[src/rtl/wide_param_streamer.sv]
// rtl/wide_param_streamer.sv - streams a 256-bit elaboration-time parameter as narrow words
//
// Purpose: reads back PARAM word by word over a valid/ready stream so the
// value seen after elaboration can be compared against the value overridden.
//
// Ports:
//   clk        rising-edge clock
//   rst_n      asynchronous active-low reset
//   start      request one transfer of PARAM (sampled in IDLE only)
//   abort      terminate the current transfer
//   out_valid  out_data holds a valid word
//   out_ready  sink accepts the word
//   out_data   current word, PARAM[out_index*WORD_W +: WORD_W]
//   out_last   final word of the transfer
//   out_index  word index within PARAM (0 = least significant word)
//   busy       transfer in progress (LOAD or SEND)
//   done       one-cycle pulse after the last word or after an abort
//   aborted    sticky abort flag, cleared by the next accepted start
module wide_param_streamer #(
    parameter logic [255:0] PARAM        = 256'h0,
    parameter int           WORD_W       = 32,
    parameter bit           MSW_FIRST    = 1'b0,
    parameter bit           SKIP_ZERO_HI = 1'b0
) (
    input  logic                             clk,
    input  logic                             rst_n,
    input  logic                             start,
    input  logic                             abort,
    output logic                             out_valid,
    input  logic                             out_ready,
    output logic [WORD_W-1:0]                out_data,
    output logic                             out_last,
    output logic [$clog2(256/WORD_W)-1:0]    out_index,
    output logic                             busy,
    output logic                             done,
    output logic                             aborted
);

    localparam int NW    = 256 / WORD_W;
    localparam int IDX_W = $clog2(NW);

    // Highest non-zero word of the parameter; 0 when the parameter is all zero.
    function automatic int highest_word(input logic [255:0] p);
        int hi;
        hi = 0;
        for (int w = 0; w < NW; w++) begin
            if (p[w*WORD_W +: WORD_W] != '0) begin
                hi = w;
            end
        end
        return hi;
    endfunction

    localparam int HI = highest_word(PARAM);
    localparam int N  = SKIP_ZERO_HI ? HI + 1 : NW;

    localparam logic [IDX_W-1:0] FIRST_IDX = MSW_FIRST ? IDX_W'(N - 1) : '0;
    localparam logic [IDX_W-1:0] FINAL_IDX = MSW_FIRST ? '0 : IDX_W'(N - 1);
    localparam logic [IDX_W-1:0] IDX_ONE   = IDX_W'(1);

    typedef enum logic [1:0] {
        S_IDLE = 2'd0,
        S_LOAD = 2'd1,
        S_SEND = 2'd2,
        S_DONE = 2'd3
    } state_t;

    state_t            state_q, state_d;
    logic [IDX_W-1:0]  idx_q, idx_d;
    logic              aborted_q, aborted_d;

    logic [WORD_W-1:0] words [NW];
    logic              at_final;
    logic              handshake;

    for (genvar w = 0; w < NW; w++) begin : g_words
        assign words[w] = PARAM[w*WORD_W +: WORD_W];
    end

    assign at_final  = (idx_q == FINAL_IDX);
    assign handshake = (state_q == S_SEND) && out_ready;

    // State register
    always_ff @(posedge clk or negedge rst_n) begin
        if (!rst_n) begin
            state_q   <= S_IDLE;
            idx_q     <= '0;
            aborted_q <= 1'b0;
        end else begin
            state_q   <= state_d;
            idx_q     <= idx_d;
            aborted_q <= aborted_d;
        end
    end

    // Next-state logic
    always_comb begin
        state_d   = state_q;
        idx_d     = idx_q;
        aborted_d = aborted_q;
        unique case (state_q)
            S_IDLE: begin
                // abort in the same cycle as start wins: no words are sent
                if (start) begin
                    if (abort) begin
                        state_d   = S_DONE;
                        aborted_d = 1'b1;
                    end else begin
                        state_d   = S_LOAD;
                        aborted_d = 1'b0;
                    end
                end
            end
            S_LOAD: begin
                idx_d = FIRST_IDX;
                if (abort) begin
                    state_d   = S_DONE;
                    aborted_d = 1'b1;
                end else begin
                    state_d = S_SEND;
                end
            end
            S_SEND: begin
                // the final index is never stepped past, so the counter cannot wrap
                if (handshake && !at_final) begin
                    idx_d = MSW_FIRST ? idx_q - IDX_ONE : idx_q + IDX_ONE;
                end
                if (abort) begin
                    state_d   = S_DONE;
                    aborted_d = 1'b1;
                end else if (handshake && at_final) begin
                    state_d = S_DONE;
                end
            end
            S_DONE: begin
                state_d = S_IDLE;
            end
            default: begin
                state_d = S_IDLE;
            end
        endcase
    end

    // Outputs: decoded from registered state only, so they hold during stalls
    always_comb begin
        out_valid = 1'b0;
        out_data  = '0;
        out_last  = 1'b0;
        out_index = '0;
        busy      = 1'b0;
        done      = 1'b0;
        case (state_q)
            S_LOAD: begin
                busy = 1'b1;
            end
            S_SEND: begin
                busy      = 1'b1;
                out_valid = 1'b1;
                out_data  = words[idx_q];
                out_last  = at_final;
                out_index = idx_q;
            end
            S_DONE: begin
                done = 1'b1;
            end
            default: begin
            end
        endcase
    end

    assign aborted = aborted_q;

endmodule

[config.mk]
export PLATFORM = sky130hd
export DESIGN_NAME = wide_param_streamer
export DESIGN_NICKNAME = d
export VERILOG_FILES = /design/src/rtl/wide_param_streamer.sv
export SDC_FILE = /design/constraint.sdc
export NUM_CORES = 1
export LEC_CHECK = 0
export CORE_MARGIN = 1.5
export CORE_UTILIZATION = 36
export CTS_CLUSTER_SIZE = 40
export DETAILED_ROUTE_END_ITERATION = 16
export HOLD_SLACK_MARGIN = 0.03
export PLACE_DENSITY = 0.77
export RECOVER_POWER = 100
export SLEW_MARGIN = 20
export SYNTH_ARGS = -nofsm -noshare
export SYNTH_HDL_FRONTEND = slang
export SYNTH_SLANG_ARGS = --single-unit
[constraint.sdc]
create_clock -name clk -period 1.8 [get_ports clk]
set_input_delay 0.27 -clock clk [delete_from_list [all_inputs] [get_ports clk]]
set_output_delay 0.27 -clock clk [all_outputs]
set_load 0.005 [all_outputs]
==> results.sh <==
export IMPL_htreeDepth=1
export IMPL_hold_buffers=0
export IMPL_ys_async_sr_fraction=1.000
export IMPL_met3_length_um=60
export IMPL_syn2layout_area_growth_pct=20.50
export IMPL_cp_slowest_stage_delay_ns=0.36
export IMPL_rrSetupSlack_ns=0.18
export IMPL_io_buffers=12
export IMPL_cts_sinks=6
export IMPL_fin_setup_tns_ns=0
export IMPL_cpMostUsedCell="buf_4"
export IMPL_clock_path_buffers=2
export IMPL_cp_cell_sequence="inv_2, buf_4, buf_4, ha_4, and2_1, dlygate4sd2_1"
export IMPL_netlist_area_um2=701.9
export IMPL_start_util=0.3937
export IMPL_r2r_start="state_q[0]"
export IMPL_finClkSkew_ns=0.001181
export IMPL_worstPathArrival_ns=1.50
export IMPL_grt_usage=0.1054
export IMPL_rsz0062_at_grt="true"
export IMPL_synthTopCellsByArea="buf_4 34%, dfrtp_1 21%, ha_1 14%, mux2i_1 5.7%, and2_1 3.6%"
export IMPL_multi_input_area_um2=452.9
export IMPL_crit_family="buffers and inverters"
export IMPL_drt_iter0_markers=7
export IMPL_required_ns=1.53
export IMPL_highest_layer="met4"
export IMPL_core_area_um2=1783
export IMPL_cp_max_fo=5
export IMPL_drt_met1_wl_um=443
export IMPL_drv_slew=0
export IMPL_max_vdd_ir_drop_v=0.0005188
export IMPL_slowest_stage="dfrtp_1"
export IMPL_antenna_cells=0
export IMPL_hold_class="input pin to asynchronous set/reset pin"
export IMPL_start_kind="register"
export IMPL_final_util=0.4744
export IMPL_fillers=164
export IMPL_clk_pin_slew_ns=0.04
export IMPL_avgRoutedWirePerCell_um=9.145
export IMPL_finalCritPeriodShare=0.9813
export IMPL_grt_max_degree=7
export IMPL_drive_gt1_frac=0.1818
export IMPL_via_per_inst=3.839
export IMPL_yosysTopAreaCell="buf_4"
export IMPL_cp_num_buf_inv=4
export IMPL_ys_types=19
export IMPL_vias=476
export IMPL_fin_nets=114
export IMPL_ys_ff_latch=6
export IMPL_dieWidth_um=47.16
export IMPL_postRouteAntennaNets=0
export IMPL_fp_dieH_um=47.16
export IMPL_p_per_area_nw_per_um2=1396
export IMPL_setup_viol=0
export IMPL_first_global_vias=383
export IMPL_synthFlopType="dfrtp_1"
export IMPL_leakage_nw=0.4540
export IMPL_crit_path_end_kind="output port"
export IMPL_clk_insertion_delay_late_ns=0.24
export IMPL_first_pass_iters=4
export IMPL_dp_hpwl_um=892.4
export IMPL_final_hold_violation_count=0
export IMPL_seq_area_um2=151.4
export IMPL_crit_type="register to output port"
export IMPL_synth_top_area_share=0.3422
export IMPL_yosysMostFrequentCell="buf_4"
export IMPL_synth_common_cells="32 x buf_4, 8 x ha_1, 6 x dfrtp_1"
export IMPL_wl_mm=1.134
export IMPL_r2r_cells=7
export IMPL_gp_congestion=0.6302
export IMPL_synth_edf_count=0
export IMPL_dieArea_um2=2224
export IMPL_io_pins=45
export IMPL_overflow=0
export IMPL_grt_pass1_wl_mm=1.587
export IMPL_route_met2_wl_um=624
export IMPL_ys_seq_area_frac=0.2139
export IMPL_drc=0
export IMPL_outcome="finished, final reports clean"
export IMPL_worstReg2RegEnd="state_q[0]"
export IMPL_cts_root_buf="clkbuf_4"
export IMPL_tritoncts="done"
export IMPL_cts_buffers=3
export IMPL_finalCriticalPeriod_ns=1.766
export IMPL_syn_area_per_cell_um2=8.999
export IMPL_ys_warn_count=0
export IMPL_antenna_found_initial=0
export IMPL_cap_violations=0
export IMPL_synthesis_instances=78
export IMPL_fmax_mhz=566.1
export IMPL_rows=15
## area by class of cell
cell class	instances	share of cell area
timing repair buffer	19	0.2041
clock buffer	3	0.02663
inverter	4	0.01775
tap	25	0.03698
sequential	6	0.1790
multi-input combinational	67	0.5355
## per-layer routing
| layer | track usage | vias up |
|---|---|---|
| met4 | 0.06667 | 0 |
| met1 | 0.1150 | 219 |
| li1 | - | 230 |
| met5 | 0 | - |
| met3 | 0.02308 | 2 |
| met2 | 0.1836 | 25 |
## power by group
| group | internal, mW | switching (mW) |
|---|---|---|
| clock network | 0.0749 | 0.0411 |
| logic | 0.470 | 0.365 |
| registers | 0.195 | 0.0346 |
## kinds of logic (layout without fill, tap and decap cells)
logic type	after synthesis	in the layout	share of synthesized area
muxes	6	6	0.09803
adders and majority gates	8	8	0.1426
other	1	32	0.005342
buffers and inverters	36	26	0.3636
DFF	6	6	0.2139
AOI/OAI and AO/OA	7	7	0.06774
and+or+nand+nor	14	14	0.1087
## sequential cells by signal, summed over array words and instances (netlist names)
| signal | count |
|---|---|
| idx_q | 3 |
| state_q | 2 |
| aborted | 1 |
## repair_timing
item | CTS | global route
pin swaps | 0 | 1
setup buffers | 4 | 2
gates resized for setup | 11 | 4
setup endpoints to repair | 6 | 2
hold endpoints to repair | 0 | 0
## placed cells by master, fill, tap and decap left out, types with 2 or more instances in the layout
cell type and count:
nand2_1 3, buf_4 7, mux2i_1 4, clkbuf_4 3, nor2_1 2, dlygate4sd2_1 2, dfrtp_1 5, ha_1 4
a211oi_1 2, clkdlybuf4s50_1 6, inv_1 3, a21oi_1 2, and2_1 4, conb_1 32, ha_4 3, clkdlybuf4s15_1 2
nor2b_1 3
## metrics by stage
stage / instances / hold WS (ns) / instance area (µm²) / total power [mW] / worst slack (ns)
floorplan: 109 / -0.02559 / 818.3 / 0.6855 / 0.2904
detailed placement: 115 / 0.5237 / 737.0 / 0.8807 / 0.05715
finish: 124 / 0.3347 / 845.8 / 1.180 / 0.03364
global route: 124 / 0.3449 / 845.8 / 1.288 / -0.01752
global placement: 115 / 0.5209 / 737.0 / 0.8492 / 0.1139
CTS: 122 / 0.2672 / 813.3 / 1.111 / -0.01072
## worst max-delay path by stage
stage,slack [ns],endpoint,cells after the start,start
global route,-0.02,out_index[2],6,state_q[0]
floorplan,0.29,idx_q[0],4,state_q[0]
detailed placement,0.06,out_index[0],4,state_q[0]
global placement,0.11,out_last,4,state_q[0]
finish,0.03,out_index[2],6,state_q[0]
CTS,-0.01,busy,3,state_q[0]
Power figures use the tool's default switching activity.
